File: src/rtl/mc_pkg.sv
// Shared definitions for the multi-cycle MIPS controller: state encodings,
// opcode/funct values, datapath mux codes and the control vector layout.
package mc_pkg;

    typedef enum logic [3:0] {
        S_FETCH  = 4'd0,
        S_DECODE = 4'd1,
        S_EXE_R  = 4'd2,
        S_WB_R   = 4'd3,
        S_EXE_I  = 4'd4,
        S_WB_I   = 4'd5,
        S_ADDR   = 4'd6,
        S_MEM_RD = 4'd7,
        S_WB_MEM = 4'd8,
        S_MEM_WR = 4'd9,
        S_BEQ    = 4'd10,
        S_JUMP   = 4'd11,
        S_JR     = 4'd12
    } state_t;

    localparam logic [5:0] OP_RTYPE = 6'b000000;
    localparam logic [5:0] OP_ORI   = 6'b001101;
    localparam logic [5:0] OP_LUI   = 6'b001111;
    localparam logic [5:0] OP_LW    = 6'b100011;
    localparam logic [5:0] OP_SW    = 6'b101011;
    localparam logic [5:0] OP_BEQ   = 6'b000100;
    localparam logic [5:0] OP_J     = 6'b000010;
    localparam logic [5:0] OP_JAL   = 6'b000011;

    localparam logic [5:0] FN_ADDU  = 6'b100001;
    localparam logic [5:0] FN_SUBU  = 6'b100011;
    localparam logic [5:0] FN_SLL   = 6'b000000;
    localparam logic [5:0] FN_JR    = 6'b001000;

    localparam logic [2:0] ALU_ADD  = 3'b000;
    localparam logic [2:0] ALU_SUB  = 3'b001;
    localparam logic [2:0] ALU_OR   = 3'b010;
    localparam logic [2:0] ALU_SLL  = 3'b011;

    localparam logic [1:0] RD_RT    = 2'b00;
    localparam logic [1:0] RD_RD    = 2'b01;
    localparam logic [1:0] RD_RA    = 2'b10;

    localparam logic [1:0] M2R_ALU  = 2'b00;
    localparam logic [1:0] M2R_MEM  = 2'b01;
    localparam logic [1:0] M2R_LUI  = 2'b10;
    localparam logic [1:0] M2R_PC4  = 2'b11;

    localparam logic [1:0] NPC_PC4  = 2'b00;
    localparam logic [1:0] NPC_J    = 2'b01;
    localparam logic [1:0] NPC_JR   = 2'b10;

    typedef struct packed {
        logic       PCWr;
        logic       PCWrCond;
        logic       IRWr;
        logic       MemRd;
        logic       MemWr;
        logic       RegWr;
        logic [1:0] nPc_sel;
        logic       Branch;
        logic [1:0] RegDst;
        logic [1:0] MemtoReg;
        logic       ALUsrcA;
        logic       ALUsrcB;
        logic       ExtOp;
        logic [2:0] ALUOp;
    } ctrl_t;

    // Execution state that DECODE dispatches to; S_FETCH means the
    // instruction is not one the datapath supports.
    function automatic state_t decode_target(input logic [5:0] op,
                                             input logic [5:0] funct);
        state_t t;
        t = S_FETCH;
        case (op)
            OP_RTYPE: begin
                case (funct)
                    FN_ADDU, FN_SUBU, FN_SLL: t = S_EXE_R;
                    FN_JR:                    t = S_JR;
                    default:                  t = S_FETCH;
                endcase
            end
            OP_ORI, OP_LUI: t = S_EXE_I;
            OP_LW, OP_SW:   t = S_ADDR;
            OP_BEQ:         t = S_BEQ;
            OP_J, OP_JAL:   t = S_JUMP;
            default:        t = S_FETCH;
        endcase
        return t;
    endfunction

endpackage

File: src/rtl/mc_ctrl_if.sv
// Controller <-> datapath bundle: instruction fields and memory handshake in,
// datapath control strobes, status and debug out.
interface mc_ctrl_if #(parameter int CNT_W = 32);
    logic [5:0]       op;
    logic [5:0]       funct;
    logic             mem_ready;
    logic             PCWr;
    logic             PCWrCond;
    logic             IRWr;
    logic             MemRd;
    logic             MemWr;
    logic             RegWr;
    logic [1:0]       nPc_sel;
    logic             Branch;
    logic [1:0]       RegDst;
    logic [1:0]       MemtoReg;
    logic             ALUsrcA;
    logic             ALUsrcB;
    logic             ExtOp;
    logic [2:0]       ALUOp;
    logic             illegal;
    logic [CNT_W-1:0] instret;
    logic [3:0]       state;

    modport master (
        input  op, funct, mem_ready,
        output PCWr, PCWrCond, IRWr, MemRd, MemWr, RegWr, nPc_sel, Branch,
               RegDst, MemtoReg, ALUsrcA, ALUsrcB, ExtOp, ALUOp,
               illegal, instret, state
    );

    modport slave (
        output op, funct, mem_ready,
        input  PCWr, PCWrCond, IRWr, MemRd, MemWr, RegWr, nPc_sel, Branch,
               RegDst, MemtoReg, ALUsrcA, ALUsrcB, ExtOp, ALUOp,
               illegal, instret, state
    );
endinterface

File: src/rtl/mc_ctrl_decode.sv
// Moore output decode: maps the current state (qualified by op/funct, and by
// mem_ready only for the FETCH handshake) onto the datapath control vector.
module mc_ctrl_decode
    import mc_pkg::*;
(
    input  state_t     i_state,
    input  logic [5:0] i_op,
    input  logic [5:0] i_funct,
    input  logic       i_mem_ready,
    output ctrl_t      o_ctrl
);

    // Per-state control decode; everything not driven in a state stays 0.
    always_comb begin
        o_ctrl = '0;
        case (i_state)
            S_FETCH: begin
                o_ctrl.MemRd = 1'b1;
                o_ctrl.ALUOp = ALU_ADD;
                if (i_mem_ready) begin
                    o_ctrl.IRWr    = 1'b1;
                    o_ctrl.PCWr    = 1'b1;
                    o_ctrl.nPc_sel = NPC_PC4;
                end
            end
            S_EXE_R: begin
                case (i_funct)
                    FN_SUBU: o_ctrl.ALUOp = ALU_SUB;
                    FN_SLL: begin
                        o_ctrl.ALUOp   = ALU_SLL;
                        o_ctrl.ALUsrcA = 1'b1;
                    end
                    default: o_ctrl.ALUOp = ALU_ADD;
                endcase
            end
            S_WB_R: begin
                o_ctrl.RegWr    = 1'b1;
                o_ctrl.RegDst   = RD_RD;
                o_ctrl.MemtoReg = M2R_ALU;
            end
            S_EXE_I: begin
                o_ctrl.ALUsrcB = 1'b1;
                o_ctrl.ExtOp   = 1'b0;
                o_ctrl.ALUOp   = ALU_OR;
            end
            S_WB_I: begin
                o_ctrl.RegWr    = 1'b1;
                o_ctrl.RegDst   = RD_RT;
                o_ctrl.MemtoReg = (i_op == OP_LUI) ? M2R_LUI : M2R_ALU;
            end
            S_ADDR: begin
                o_ctrl.ALUsrcB = 1'b1;
                o_ctrl.ExtOp   = 1'b1;
                o_ctrl.ALUOp   = ALU_ADD;
            end
            S_MEM_RD: o_ctrl.MemRd = 1'b1;
            S_WB_MEM: begin
                o_ctrl.RegWr    = 1'b1;
                o_ctrl.RegDst   = RD_RT;
                o_ctrl.MemtoReg = M2R_MEM;
            end
            S_MEM_WR: o_ctrl.MemWr = 1'b1;
            S_BEQ: begin
                o_ctrl.ALUOp    = ALU_SUB;
                o_ctrl.Branch   = 1'b1;
                o_ctrl.PCWrCond = 1'b1;
            end
            S_JUMP: begin
                o_ctrl.PCWr    = 1'b1;
                o_ctrl.nPc_sel = NPC_J;
                if (i_op == OP_JAL) begin
                    o_ctrl.RegWr    = 1'b1;
                    o_ctrl.RegDst   = RD_RA;
                    o_ctrl.MemtoReg = M2R_PC4;
                end
            end
            S_JR: begin
                o_ctrl.PCWr    = 1'b1;
                o_ctrl.nPc_sel = NPC_JR;
            end
            default: o_ctrl = '0;
        endcase
    end

endmodule

File: src/rtl/mc_ctrl.sv
// Multi-cycle MIPS control FSM: state register, next-state sequencing,
// sticky illegal-opcode flag and retired-instruction counter.
module mc_ctrl
    import mc_pkg::*;
#(
    parameter int CNT_W = 32
) (
    input  logic          clk,
    input  logic          rst_n,
    mc_ctrl_if.master     bus
);

    state_t             r_state;
    state_t             w_next;
    logic               r_illegal;
    logic               w_set_illegal;
    logic               w_retire;
    logic [CNT_W-1:0]   r_instret;
    ctrl_t              w_ctrl;
    ctrl_t              w_out;

    mc_ctrl_decode u_decode (
        .i_state     (r_state),
        .i_op        (bus.op),
        .i_funct     (bus.funct),
        .i_mem_ready (bus.mem_ready),
        .o_ctrl      (w_ctrl)
    );

    // Next-state sequencing plus retire / illegal-opcode events.
    always_comb begin
        w_next        = S_FETCH;
        w_set_illegal = 1'b0;
        w_retire      = 1'b0;
        case (r_state)
            S_FETCH:  w_next = bus.mem_ready ? S_DECODE : S_FETCH;
            S_DECODE: begin
                w_next        = decode_target(bus.op, bus.funct);
                w_set_illegal = (w_next == S_FETCH);
            end
            S_EXE_R:  w_next = S_WB_R;
            S_EXE_I:  w_next = S_WB_I;
            S_ADDR:   w_next = (bus.op == OP_SW) ? S_MEM_WR : S_MEM_RD;
            S_MEM_RD: w_next = bus.mem_ready ? S_WB_MEM : S_MEM_RD;
            S_MEM_WR: begin
                w_next   = bus.mem_ready ? S_FETCH : S_MEM_WR;
                w_retire = bus.mem_ready;
            end
            S_WB_R, S_WB_I, S_WB_MEM, S_BEQ, S_JUMP, S_JR: begin
                w_next   = S_FETCH;
                w_retire = 1'b1;
            end
            default:  w_next = S_FETCH;
        endcase
    end

    // State register; an asynchronous reset abandons any instruction in flight.
    always_ff @(posedge clk or negedge rst_n) begin
        if (!rst_n) begin
            r_state <= S_FETCH;
        end else begin
            r_state <= w_next;
        end
    end

    // Sticky illegal flag and wrapping retired-instruction counter.
    always_ff @(posedge clk or negedge rst_n) begin
        if (!rst_n) begin
            r_illegal <= 1'b0;
            r_instret <= '0;
        end else begin
            if (w_set_illegal) begin
                r_illegal <= 1'b1;
            end
            if (w_retire) begin
                r_instret <= r_instret + CNT_W'(1);
            end
        end
    end

    // While reset is held, the FETCH decode must not leak a read request.
    always_comb begin
        w_out = rst_n ? w_ctrl : '0;
    end

    assign bus.PCWr     = w_out.PCWr;
    assign bus.PCWrCond = w_out.PCWrCond;
    assign bus.IRWr     = w_out.IRWr;
    assign bus.MemRd    = w_out.MemRd;
    assign bus.MemWr    = w_out.MemWr;
    assign bus.RegWr    = w_out.RegWr;
    assign bus.nPc_sel  = w_out.nPc_sel;
    assign bus.Branch   = w_out.Branch;
    assign bus.RegDst   = w_out.RegDst;
    assign bus.MemtoReg = w_out.MemtoReg;
    assign bus.ALUsrcA  = w_out.ALUsrcA;
    assign bus.ALUsrcB  = w_out.ALUsrcB;
    assign bus.ExtOp    = w_out.ExtOp;
    assign bus.ALUOp    = w_out.ALUOp;
    assign bus.illegal  = r_illegal;
    assign bus.instret  = r_instret;
    assign bus.state    = r_state;

endmodule

File: src/flat_wrapper.sv
// flat-port wrapper written by rule: the top's interface ports become plain ports
module mc_ctrl_flat import mc_pkg::*;
#(
    parameter int CNT_W = 32
)
  (clk, rst_n, bus_op, bus_funct, bus_mem_ready, bus_PCWr, bus_PCWrCond, bus_IRWr, bus_MemRd, bus_MemWr, bus_RegWr, bus_nPc_sel, bus_Branch, bus_RegDst, bus_MemtoReg, bus_ALUsrcA, bus_ALUsrcB, bus_ExtOp, bus_ALUOp, bus_illegal, bus_instret, bus_state);
  mc_ctrl_if #(.CNT_W(CNT_W)) bus_i ();
  input  logic clk;
  input  logic rst_n;
  input wire logic [$bits(bus_i.op)-1:0] bus_op;
  input wire logic [$bits(bus_i.funct)-1:0] bus_funct;
  input wire logic [$bits(bus_i.mem_ready)-1:0] bus_mem_ready;
  output wire logic [$bits(bus_i.PCWr)-1:0] bus_PCWr;
  output wire logic [$bits(bus_i.PCWrCond)-1:0] bus_PCWrCond;
  output wire logic [$bits(bus_i.IRWr)-1:0] bus_IRWr;
  output wire logic [$bits(bus_i.MemRd)-1:0] bus_MemRd;
  output wire logic [$bits(bus_i.MemWr)-1:0] bus_MemWr;
  output wire logic [$bits(bus_i.RegWr)-1:0] bus_RegWr;
  output wire logic [$bits(bus_i.nPc_sel)-1:0] bus_nPc_sel;
  output wire logic [$bits(bus_i.Branch)-1:0] bus_Branch;
  output wire logic [$bits(bus_i.RegDst)-1:0] bus_RegDst;
  output wire logic [$bits(bus_i.MemtoReg)-1:0] bus_MemtoReg;
  output wire logic [$bits(bus_i.ALUsrcA)-1:0] bus_ALUsrcA;
  output wire logic [$bits(bus_i.ALUsrcB)-1:0] bus_ALUsrcB;
  output wire logic [$bits(bus_i.ExtOp)-1:0] bus_ExtOp;
  output wire logic [$bits(bus_i.ALUOp)-1:0] bus_ALUOp;
  output wire logic [$bits(bus_i.illegal)-1:0] bus_illegal;
  output wire logic [$bits(bus_i.instret)-1:0] bus_instret;
  output wire logic [$bits(bus_i.state)-1:0] bus_state;
  assign bus_i.op = bus_op;
  assign bus_i.funct = bus_funct;
  assign bus_i.mem_ready = bus_mem_ready;
  assign bus_PCWr = bus_i.PCWr;
  assign bus_PCWrCond = bus_i.PCWrCond;
  assign bus_IRWr = bus_i.IRWr;
  assign bus_MemRd = bus_i.MemRd;
  assign bus_MemWr = bus_i.MemWr;
  assign bus_RegWr = bus_i.RegWr;
  assign bus_nPc_sel = bus_i.nPc_sel;
  assign bus_Branch = bus_i.Branch;
  assign bus_RegDst = bus_i.RegDst;
  assign bus_MemtoReg = bus_i.MemtoReg;
  assign bus_ALUsrcA = bus_i.ALUsrcA;
  assign bus_ALUsrcB = bus_i.ALUsrcB;
  assign bus_ExtOp = bus_i.ExtOp;
  assign bus_ALUOp = bus_i.ALUOp;
  assign bus_illegal = bus_i.illegal;
  assign bus_instret = bus_i.instret;
  assign bus_state = bus_i.state;
  mc_ctrl #(.CNT_W(CNT_W)) u_core (.clk(clk), .rst_n(rst_n), .bus(bus_i));
endmodule
File: config.mk
export PLATFORM = sky130hd
export DESIGN_NAME = mc_ctrl_flat
export DESIGN_NICKNAME = d
export VERILOG_FILES = /design/src/rtl/mc_pkg.sv /design/src/rtl/mc_ctrl_if.sv /design/src/rtl/mc_ctrl_decode.sv /design/src/rtl/mc_ctrl.sv /design/src/flat_wrapper.sv
export SDC_FILE = /design/constraint.sdc
export NUM_CORES = 1
export LEC_CHECK = 0
export CAP_MARGIN = 20
export CORE_UTILIZATION = 48
export DETAILED_ROUTE_END_ITERATION = 7
export GPL_ROUTABILITY_DRIVEN = 0
export PLACE_DENSITY_LB_ADDON = 0.05
export SYNTH_ARGS = -nofsm -noshare
export SYNTH_HDL_FRONTEND = slang
export SYNTH_HIERARCHICAL = 1
export SYNTH_SLANG_ARGS = --single-unit
export TNS_END_PERCENT = 5
File: constraint.sdc
create_clock -name clk -period 1.92 [get_ports clk]
set_input_delay 0.288 -clock clk [delete_from_list [all_inputs] [get_ports clk]]
set_output_delay 0.288 -clock clk [all_outputs]
set_load 0.02 [all_outputs]
# After elaboration in Yosys (flattened, before gate mapping)
# Cells that the tools add are included.
[totals] ff_bits=37 output_inout_bits=56
[op_classes] n_eq_ne=22 n_addsub=1 n_reduce_logical=12 mux=28
[ops] cell="$add A32 B1 Y32 const B" n=1
[ops] cell="$pmux W4 S7" n=1
[ops] cell="$eq A6 B6 Y1 const B" n=4
[ops] cell="$eq A4 B4 Y1 const B" n=5
[ops] cell="$mux W4" n=5
[ops] cell="$pmux W4 S5" n=1
[ops] cell="$mux W19" n=1
[ops] cell="$eq A6 B4 Y1 const B" n=3
[ops] cell="$eq A4 B3 Y1 const B" n=4
[ops] cell="$pmux W4 S4" n=1
[ops] cell="$eq A6 B2 Y1 const B" n=2
[ops] cell="$logic_not A6 Y1" n=2
[ops] cell="$pmux W2 S2" n=3
[ops] cell="$mux W1" n=10
[ops] cell="$reduce_or A2 Y1" n=5
[ops] cell="$pmux W3 S3" n=1
[ops] cell="$eq A4 B2 Y1 const B" n=2
[ops] cell="$logic_not A4 Y1" n=2
[ops] cell="$pmux W4 S2" n=1
[ops] cell="$eq A6 B3 Y1 const B" n=1
[ops] cell="$pmux W1 S2" n=3
[ops] cell="$reduce_or A3 Y1" n=2
[ops] cell="$reduce_or A6 Y1" n=1
[ops] cell="$eq A4 B1 Y1 const B" n=1
[ops] cell="$mux W2" n=1

# Depth between registers and ports, before layout
# Gate-level depths: netlist of the first run.
[logic_depth] word_depth=7 mapped_depth=6 mapped_depth_nobuf=5

# Modules after synthesis
# The synthesis of the first run kept the hierarchy.
[modules_own_cells] module="mc_ctrl" area_per_inst_um2=2099.5 instances=1 cells_per_inst=207
[modules_own_cells] module="mc_ctrl_decode" area_per_inst_um2=336.6 instances=1 cells_per_inst=52

# Worst setup path after synthesis of the first run
# No wires, ideal clock.
[synth_timing] path_type="reg-to-reg" start="reg u_core.r_instret[4] (netlist: u_core/bus.instret[4])" end="reg u_core.r_instret[20] (netlist: u_core/bus.instret[20])" setup_time_ps=130 stages_incl_launch_ff=7 slack_ps=100 arrival_time_ps=1690 n_path_buf=1 t_required_ps=1790 cell_sequence="dfrtp_1 > and4_4 > o2111ai_4 > nor4b_4 > buf_6 > nand4_4 > xnor2_2"
[synth_via] elab_chain_len=1
[synth_lines] element="start: declaration" line_no="mc_ctrl.sv:18" rtl="logic [CNT_W-1:0] r_instret;"
[synth_lines] element="start signal: assignment" line_no="mc_ctrl.sv:76" rtl="r_instret <= r_instret + CNT_W'(1);"
[synth_lines] element="$add A32 B1 Y32" line_no="mc_ctrl.sv:76"
# Every way passes these cells.
# A chain may end at the register's enable or synchronous reset.

==> out/results.ini, run 1 <==
[routing]
drc_errors=0
wl_per_cell_microns=13.5
ant_nets=0
first_pass_iters=4
num_vias=2293
viasPerCell=5.22
drtIter0Drc=121
wl_mm=5.95

[clock_network]
worstSkewPairLatency_ns=0.29
numCtsBuffers=5
htree_num_levels=2
cts.sinks=37
cts-root-buf=clkbuf_8
postCtsHoldBufs=0
cts_tree=done
cts_buffer_depth=2
clk_pin_slew_ns=0.07

[outcome]
violations=negative setup slack
status=finished, violations left

[yosys]
synth_top_family_by_area=simple AND/OR/NAND/NOR gates
muxShareOfSynthArea=0.00462
async_reset_ff_frac=1.00
ys_types=57
synth_ff_type=dfrtp_1
synth_xor_xnor_area_share=0.115
syn_inst=259
synth_fp_nets=275
synthSimpleGateAreaFrac=0.365
synthAdderAreaFrac=0.00514
synth.top_cell.area_share=0.380
yosysTopAreaCell=dfrtp_1
syn_area_per_cell_sq_um=9.41
synth_compound_area_frac=0.0914
synthesis.area_sq_mm=0.00244
synthMostInstantiatedCell=dfrtp_1
synth-edff-count=0
synth_seq_area_share=0.380
synth_common_cells=dfrtp_1 (37), and2_1 (21), xnor2_1 (21), nand2_1 (19), nor2_1 (19)
yosysWarningCount=6
synth.area.top_cells=dfrtp_1 (38%), xnor2_1 (7.6%), and2_1 (5.4%)
ys_ff_latch=37

[layout]
final_area_sq_mm=0.00363
num-fill-cells=374
synthToLayoutAreaGrowth_pct=49.2
diodes=0
layout.cells.non_filler=439
multi_input_area_sq_mm=0.00146
layout.nets=387
drive_gt1_frac=0.290
fin_util=0.755
seq_area_sq_um=930

[die]
dieArea_sq_mm=0.00536
dieWidth_microns=73.2
fp.dieH_microns=73.2
num_rows=25
io_pins=71
core-area_sq_mm=0.00482
initial_core_util=0.506

[setup_path]
crit_slowest_cell=clkdlybuf4s50_1
worstSetupPathType=input pin to primary output
path_cells=clkdlybuf4s50_1, and4bb_2, a31oi_2, nor2_1, and2_1, clkdlybuf4s15_2
worstReg2RegStart=u_core/bus.state[2]$_DFF_PN0_
end_kind=primary output
max_stage_delay_ns=0.43
crit_start=bus_op[5]
critPathMaxFanout=4
worstPathArrival_ns=1.68
critPathLaunchType=input pin
required_ns=1.63

[global_routing]
grt_max_degree=22
grt_pass1_vias=2196
antenna_found_initial=0
grt_pass1_wl_mm=9.98
grt_usage=0.241
gr-total-overflow=0

[placed_design]
place_hpwl_mm=4.40
place_ws_ns=-0.458
port_buffers=69
dpl.cell_count=426
place_area_sq_mm=0.00347

[timing]
finalSetupTns_ns=-0.0828
maxSlewViolCount=0
finClkSkew_ns=0.00528
fin_ws_ns=-0.0468
fin_crit_sh=1.02
setup_violations=3
rsz0062_at_grt=true
fmax_mhz=508
fin_crit_ns=1.97
hold_viol=0

[pwr]
powerDensity_mw_per_mm2=874
ir_drop_v=0.000824
p_leak_nw=1.64

[run]
drv_cap=0

[hold_path]
min_path_type=input pin to asynchronous set/reset pin

final cells by class:
cell class                 count  area share
clock inverter                 2      0.0103
clock buffer                   6      0.0227
inverter                       3     0.00379
tap                           67      0.0231
sequential                    37       0.256
multi-input combinational    207       0.401
timing repair buffer         117       0.284
final timing paths:
| check | slack (ns) | to | cells past startpoint |
|---|---|---|---|
| max in group asynchronous | 1.51 | u_core/bus.instret[11]$_DFFE_PN0P_ | 2 |
| worst max register to register | 0.02 | u_core/bus.instret[12]$_DFFE_PN0P_ | 8 |
| worst min register to register | 0.47 | u_core/bus.illegal$_DFFE_PN0P_ | 1 |
| worst min-delay path | 0.14 | u_core/bus.instret[27]$_DFFE_PN0P_ | 2 |
| min in group clk | 0.47 | u_core/bus.illegal$_DFFE_PN0P_ | 1 |
| worst max-delay path | -0.05 | bus_MemtoReg[0] | 6 |
what timing repair did:
item                       in CTS  in global routing
setup endpoints to repair      44                 37
cloned                          0                  0
resized for setup              58                 28
setup buffers                   2                  3
pin swaps                       3                  6
routing by layer:
metal  wire length [microns]  share of wire  global-route usage
met5                       0              0                   0
met1                    2600           0.44               0.303
met4                      60          0.010              0.0588
met3                     305          0.051              0.0525
met2                    2980           0.50               0.421
registers in the layout, indices dropped and copies added, names as in the netlist:
name / count
u_core/bus.instret: 32
u_core/bus.state: 4
u_core/bus.illegal: 1
logic make-up after synthesis:
family	count (synthesis)
simple gates	141
flops	37
compound gates	32
xor+xnor	31
buf+inv	15
fa+ha+maj	1
other cells	1
mux	1
layout by cell type, fill, tap and decap left out, drive strengths merged, types with 2 or more instances in the layout:
cell / n
a21oi: 13
a31oi: 2
and2: 22
and3: 16
and4: 2
buf: 61
clkbuf: 8
clkdlybuf4s50: 48
dfrtp: 37
dlygate4sd2: 4
inv: 3
nand2: 19
nand2b: 6
nand3: 17
nand3b: 2
nand4: 12
nand4b: 3
nor2: 20
nor3: 11
nor3b: 2
nor4: 2
o211ai: 3
o21ai: 3
o22ai: 2
xnor2: 22
xor2: 9
worst max-delay path, delay by kind of cell:
kind | cells | cell delay, ns
AOI/OAI and AO/OA | 1 | 0.10
buffers and inverters | 2 | 0.68
and+or+nand+nor | 3 | 0.60
power by group:
| part | total (W) | leakage [nW] | internal (W) | switching, W |
|---|---|---|---|---|
| Sequential | 0.000955 | 0.496 | 0.000862 | 0.0000925 |
| Clock | 0.000691 | 0.0574 | 0.000422 | 0.000269 |
| Combinational | 0.00153 | 1.09 | 0.000748 | 0.000781 |
| Total | 0.00318 | 1.64 | 0.00203 | 0.00114 |
stage by stage:
| stage | hold WS, ns | power [W] |
|---|---|---|
| after global routing | 0.189 | 0.00338 |
| after detailed placement | 0.449 | 0.00242 |
| after floorplan | -0.00759 | 0.00177 |
| after CTS | 0.133 | 0.00313 |
| final | 0.142 | 0.00318 |
| after global placement | 0.440 | 0.00239 |
No activity file was read; power rests on OpenSTA's default activity.
==> run 2, diff against run 1 <==
--- a/config.mk
+++ b/config.mk
@@ -10,6 +10,7 @@
 export DETAILED_ROUTE_END_ITERATION = 7
 export GPL_ROUTABILITY_DRIVEN = 0
 export PLACE_DENSITY_LB_ADDON = 0.05
+export REMOVE_ABC_BUFFERS = 1
 export SYNTH_ARGS = -nofsm -noshare
 export SYNTH_HDL_FRONTEND = slang
 export SYNTH_HIERARCHICAL = 1
==> run 2 against run 1 <==
The flow still finishes with violations (negative setup slack). Count of clock-buffer cells in the layout rose by 1. Die area did not move. Cell area fell by 1.7%. Setup slack improved by 0.026 ns. Critical endpoint is now bus_PCWr. Highest routed layer unchanged.
==> out/results.ini, run 2 (synthesis gave the netlist of run 1 again) <==
[outcome]
status=finished, violations left  ; unchanged
violations=negative setup slack  ; unchanged

[routing]
first_pass_iters=4  ; unchanged
viasPerCell=5.26  ; was 5.22
wl_mm=5.98  ; was 5.95 mm
drc_errors=0  ; unchanged
wl_per_cell_microns=13.7  ; was 13.5 microns
ant_nets=0  ; unchanged
num_vias=2298  ; was 2293
drtIter0Drc=107  ; was 121

[global_routing]
grt_busiest_layer=met2  ; unchanged
grt_use_met2=0.377  ; was 0.421
grt_pass1_wl_mm=9.69  ; was 9.98 mm
grt_usage=0.235  ; was 0.241
grt_max_degree=23  ; was 22
gr-total-overflow=0  ; unchanged
use_met1=0.320  ; was 0.303
antenna_found_initial=0  ; unchanged
grt_use_met3=0.0525  ; unchanged
grt_pass1_vias=2057  ; was 2196

[die]
num_rows=25  ; unchanged
initial_core_util=0.506  ; unchanged
io_pins=71  ; unchanged
core-area_sq_mm=0.00482  ; unchanged
dieWidth_microns=73.2  ; unchanged
fp.dieH_microns=73.2  ; unchanged
dieArea_sq_mm=0.00536  ; unchanged

[clock_network]
postCtsHoldBufs=0  ; unchanged
htree_num_levels=2  ; unchanged
cts.sinks=37  ; unchanged
cts_tree=done  ; unchanged
cts_buffer_depth=2  ; unchanged
clk_pin_slew_ns=0.07  ; about the same
cts-root-buf=clkbuf_8  ; unchanged
worstSkewPairLatency_ns=0.29  ; about the same
numCtsBuffers=5  ; unchanged

[timing]
rsz0062_at_grt=true  ; unchanged
finClkSkew_ns=0.00793  ; was 0.00528 ns
setup_violations=2  ; was 3
fmax_mhz=515  ; was 508 MHz
fin_crit_ns=1.94  ; was 1.97 ns
fin_crit_sh=1.01  ; was 1.02
hold_viol=0  ; unchanged
maxSlewViolCount=0  ; unchanged
fin_ws_ns=-0.0205  ; was -0.0468 ns

[setup_path]
worstPathArrival_ns=1.65  ; was 1.68 ns
crit_slowest_cell=dfrtp_2  ; was clkdlybuf4s50_1
max_stage_delay_ns=0.46  ; was 0.43 ns
critPathMaxFanout=8  ; was 4
end_kind=primary output  ; unchanged
cp.buffers_inverters=1  ; was 2
required_ns=1.63  ; about the same
cp_top_family=simple AND/OR/NAND/NOR gates  ; was buffers and inverters
worstSetupPathType=register to primary output  ; was input pin to primary output
critPathLaunchType=register  ; was input pin
path_cells=nor2_1, and3_4, or3_1, and2_1, buf_2  ; was clkdlybuf4s50_1, and4bb_2, a31oi_2, nor2_1, and2_1, clkdlybuf4s15_2

[layout]
final_common_cell=clkdlybuf4s50_1  ; unchanged
layout_common_cells=clkdlybuf4s50_1 (49), buf_4 (43), dfrtp_1 (33)  ; was clkdlybuf4s50_1 (48), buf_4 (46), dfrtp_1 (34)
synthToLayoutAreaGrowth_pct=46.7  ; was 49.2%
drive_gt1_frac=0.284  ; was 0.290
layout.cells.non_filler=437  ; was 439
diodes=0  ; unchanged
layout.nets=385  ; was 387
num-fill-cells=401  ; was 374
final_area_sq_mm=0.00357  ; was 0.00363 sq mm
largest_reg_flops=32  ; unchanged

[run]
drv_cap=0  ; unchanged

[placed_design]
port_buffers=69  ; unchanged
place_hpwl_mm=4.44  ; was 4.40 mm
place_area_sq_mm=0.00345  ; was 0.00347 sq mm
dpl.cell_count=427  ; was 426

[pwr]
powerDensity_mw_per_mm2=844  ; was 874 mW/mm^2
ir_drop_v=0.000819  ; was 0.000824 V
p_leak_nw=1.61  ; was 1.64 nW
p_total_w=0.00302  ; was 0.00318 W

[hold_path]
min_path_type=input pin to asynchronous set/reset pin  ; unchanged

[run 2: through the flow]
| step | util | hold WS [ns] | setup TNS (ns) | setup WS (ns) |
|---|---|---|---|---|
| after global placement | 0.717 | 0.459 | -5.90 | -0.425 |
| after floorplan | - | -0.00759 | -4.72 | -0.338 |
| final | 0.742 | 0.172 | -0.0333 | -0.0205 |
| after global routing | 0.742 | 0.235 | -1.99 | -0.132 |
| after detailed placement | 0.717 | 0.467 | -6.90 | -0.456 |
| after CTS | 0.738 | 0.184 | -0.0582 | -0.0289 |
[run 2: worst paths after layout]
check	cells after the start	end	slack (ns)	start
min	2	u_core/bus.instret[4]$_DFFE_PN0P_	0.17	rst_n
min reg2reg	1	u_core/bus.illegal$_DFFE_PN0P_	0.48	u_core/bus.illegal$_DFFE_PN0P_
max in group asynchronous	2	u_core/bus.instret[12]$_DFFE_PN0P_	1.48	rst_n
max	5	bus_PCWr	-0.02	u_core/bus.state[3]$_DFF_PN0_
max reg2reg	8	u_core/bus.instret[20]$_DFFE_PN0P_	-0.01	u_core/bus.state[1]$_DFF_PN0_
min in group clk	1	u_core/bus.illegal$_DFFE_PN0P_	0.48	u_core/bus.illegal$_DFFE_PN0P_
[run 2: final cells by class]
cell class | instances | area [sq um] | share of cell area
inverters | 3 | 11.3 | 0.00315
clock inverters | 1 | 5.00 | 0.00140
repair buffers | 115 | 987 | 0.276
multi-input cells | 207 | 1460 | 0.408
flip-flops and latches | 37 | 931 | 0.260
well taps | 67 | 83.8 | 0.0235
clock buffers | 7 | 96.3 | 0.0270
[run 2: repair_timing]
| action | in CTS | in global routing |
|---|---|---|
| gates resized for setup | 67 | 14 |
| buffers inserted | 2 | 0 |
| endpoints found under the hold margin | 0 | 0 |
| endpoints found under the setup margin | 44 | 41 |
| pin swaps | 4 | 1 |
[run 2: per-layer routing]
metal / up-vias / wire (microns)
met2: 79 / 2770
met3: 8 / 323
met4: 0 / 61
li1: 1138 / -
met1: 1073 / 2830
met5: - / 0
[run 2: power breakdown]
| part | switching [W] | internal (W) | leakage (nW) | total [W] |
|---|---|---|---|---|
| Combinational | 0.000749 | 0.000695 | 1.06 | 0.00144 |
| Sequential | 0.000124 | 0.000864 | 0.495 | 0.000988 |
| Clock | 0.000263 | 0.000324 | 0.0542 | 0.000587 |
==> run 3, diff against run 2 <==
--- a/config.mk
+++ b/config.mk
@@ -11,6 +11,7 @@
 export GPL_ROUTABILITY_DRIVEN = 0
 export PLACE_DENSITY_LB_ADDON = 0.05
 export REMOVE_ABC_BUFFERS = 1
+export SETUP_SLACK_MARGIN = 0.4
 export SYNTH_ARGS = -nofsm -noshare
 export SYNTH_HDL_FRONTEND = slang
 export SYNTH_HIERARCHICAL = 1
==> run 3 against run 2 <==
The flow still finishes with violations (negative setup slack). Worst hold slack worse by 0.0085 ns. Cell area is 7.2% higher. Sequential power is 0.9% higher. Final cell count is 1.8% higher. Core utilization is 5.4 points higher. Fmax is 1.3% lower. Largest cell class unchanged. Highest routed layer unchanged.
==> out/results.ini, run 3 (synthesis gave the netlist of run 1 again) <==
[pwr]
p_leak_nw=1.88  ; was 1.61 nW
p_sw_frac=0.379  ; was 0.376
clockPowerShare=0.175  ; was 0.195
intPower_w=0.00213  ; was 0.00188 W
power_frac_seq=0.291  ; was 0.327
pwr-share-comb=0.534  ; was 0.478
ir_drop_v=0.000916  ; was 0.000819 V
powerDensity_mw_per_mm2=894  ; was 844 mW/mm^2
switchingPower_w=0.00130  ; was 0.00114 W

[die]
dieArea_sq_mm=0.00536  ; unchanged
dieWidth_microns=73.2  ; unchanged
core-area_sq_mm=0.00482  ; unchanged
initial_core_util=0.506  ; unchanged
fp.dieH_microns=73.2  ; unchanged
num_rows=25  ; unchanged
io_pins=71  ; unchanged

[setup_path]
worstSetupPathType=register to primary output  ; unchanged
worstPathArrival_ns=1.68  ; was 1.65 ns
critPathLaunchType=register  ; unchanged
required_ns=1.63  ; about the same
end_kind=primary output  ; unchanged
crit_start=u_core/bus.state[3]$_DFF_PN0_  ; unchanged
worstReg2RegStart=u_core/bus.state[1]$_DFF_PN0_  ; unchanged
critPathMaxFanout=7  ; was 8

[outcome]
violations=negative setup slack  ; unchanged
status=finished, violations left  ; unchanged

[run]
drv_cap=0  ; unchanged

[global_routing]
grt_pass1_wl_mm=10.0  ; was 9.69 mm
grt_pass1_vias=2134  ; was 2057
gr-total-overflow=0  ; unchanged
grt_max_degree=23  ; unchanged
antenna_found_initial=0  ; unchanged
grt_usage=0.242  ; was 0.235

[layout]
num-fill-cells=348  ; was 401
diodes=0  ; unchanged
layout_common_cells=buf_4 (45), dlygate4sd2_1 (43), dfrtp_1 (33)  ; was clkdlybuf4s50_1 (49), buf_4 (43), dfrtp_1 (33)
largest_reg_flops=32  ; unchanged
final_common_cell=buf_4  ; was clkdlybuf4s50_1
drive_gt1_frac=0.381  ; was 0.284
fin_util=0.796  ; was 0.742
synthToLayoutAreaGrowth_pct=57.3  ; was 46.7%
layout.nets=393  ; was 385
final_area_sq_mm=0.00383  ; was 0.00357 sq mm

[placed_design]
place_ws_ns=-0.456  ; unchanged
place_hpwl_mm=4.44  ; unchanged
place_area_sq_mm=0.00345  ; unchanged
port_buffers=69  ; unchanged

[routing]
viasPerCell=5.43  ; was 5.26
num_vias=2418  ; was 2298
drc_errors=0  ; unchanged
ant_nets=0  ; unchanged
first_pass_iters=4  ; unchanged
drtIter0Drc=123  ; was 107
wl_per_cell_microns=15.0  ; was 13.7 microns
wl_mm=6.68  ; was 5.98 mm

[clock_network]
clk_pin_slew_ns=0.07  ; about the same
htree_num_levels=2  ; unchanged
worstSkewPairLatency_ns=0.29  ; about the same
numCtsBuffers=5  ; unchanged
cts-root-buf=clkbuf_8  ; unchanged
cts_buffer_depth=2  ; unchanged
cts.sinks=37  ; unchanged
cts_tree=done  ; unchanged

[timing]
rsz0062_at_grt=true  ; unchanged
hold_viol=0  ; unchanged
finalSetupTns_ns=-0.120  ; was -0.0333 ns
fin_crit_ns=1.97  ; was 1.94 ns
fin_ws_ns=-0.0468  ; was -0.0205 ns
fmax_mhz=508  ; was 515 MHz
maxSlewViolCount=0  ; unchanged
fin_crit_sh=1.02  ; was 1.01
setup_violations=7  ; was 2
finClkSkew_ns=0.0105  ; was 0.00793 ns
hold_ws_ns=0.164  ; was 0.172 ns

[hold_path]
min_path_type=input pin to asynchronous set/reset pin  ; unchanged

## run 3: power by group through the flow
| stage | registers [W] | clock network (W) | logic [W] |
|---|---|---|---|
| 6_report | 0.000997 | 0.000598 | 0.00183 |
| 3_5_place_dp | 0.000995 | 0 | 0.00137 |
| 2_1_floorplan | 0.00114 | 0 | 0.000568 |
| 5_1_grt | 0.00101 | 0.000639 | 0.00193 |
| 3_3_place_gp | 0.000994 | 0 | 0.00135 |
| 4_1_cts | 0.000989 | 0.000608 | 0.00157 |
## run 3: what timing repair did
action | 4_1_cts | 5_1_grt
buffers inserted | 7 | 2
pin swaps | 18 | 20
gates resized for setup | 175 | 38
cloned | 1 | 0
hold buffers | 0 | 0
endpoints found under the setup margin | 92 | 59
## run 3: area by class of cell
| type | instances | area, sq um | area share |
|---|---|---|---|
| multi-input combinational | 207 | 1610 | 0.420 |
| timing repair buffer | 123 | 1100 | 0.286 |
| sequential | 37 | 931 | 0.243 |
| clock buffer | 7 | 96.3 | 0.0251 |
| tap | 67 | 83.8 | 0.0219 |
| inverter | 3 | 11.3 | 0.00294 |
| clock inverter | 1 | 5.00 | 0.00131 |
## run 3: worst max-delay path, stage by stage (launching register included)
cell and delay, ns:
dfrtp_2 0.48, buf_4 0.16, and3_1 0.15, or3_1 0.30
and2_1 0.15, buf_2 0.15
## run 3: routing by layer
metal,track usage,vias up,routed length (microns)
met3,0.0539,16,350
met2,0.385,98,3240
met4,0.0828,0,114
met5,0,-,0
met1,0.326,1150,2970
li1,-,1154,-
## run 3: path summary, 6_finish.rpt
check,endpoint,slack (ns),depth (start not counted)
worst max register to register,u_core/bus.instret[11]$_DFFE_PN0P_,-0.03,9
worst max-delay path,bus_PCWr,-0.05,5
worst min-delay path,u_core/bus.state[0]$_DFF_PN0_,0.16,2
worst min register to register,u_core/bus.illegal$_DFFE_PN0P_,0.47,1
max in group asynchronous,u_core/bus.instret[24]$_DFFE_PN0P_,1.50,2
min in group clk,u_core/bus.illegal$_DFFE_PN0P_,0.47,1
## run 3: metrics by stage
stage                     std cells  total power, W
after floorplan                 247         0.00171
after global placement          427         0.00234
after detailed placement        427         0.00237
after CTS                       443         0.00317
after global routing            445         0.00359
final                           445         0.00342
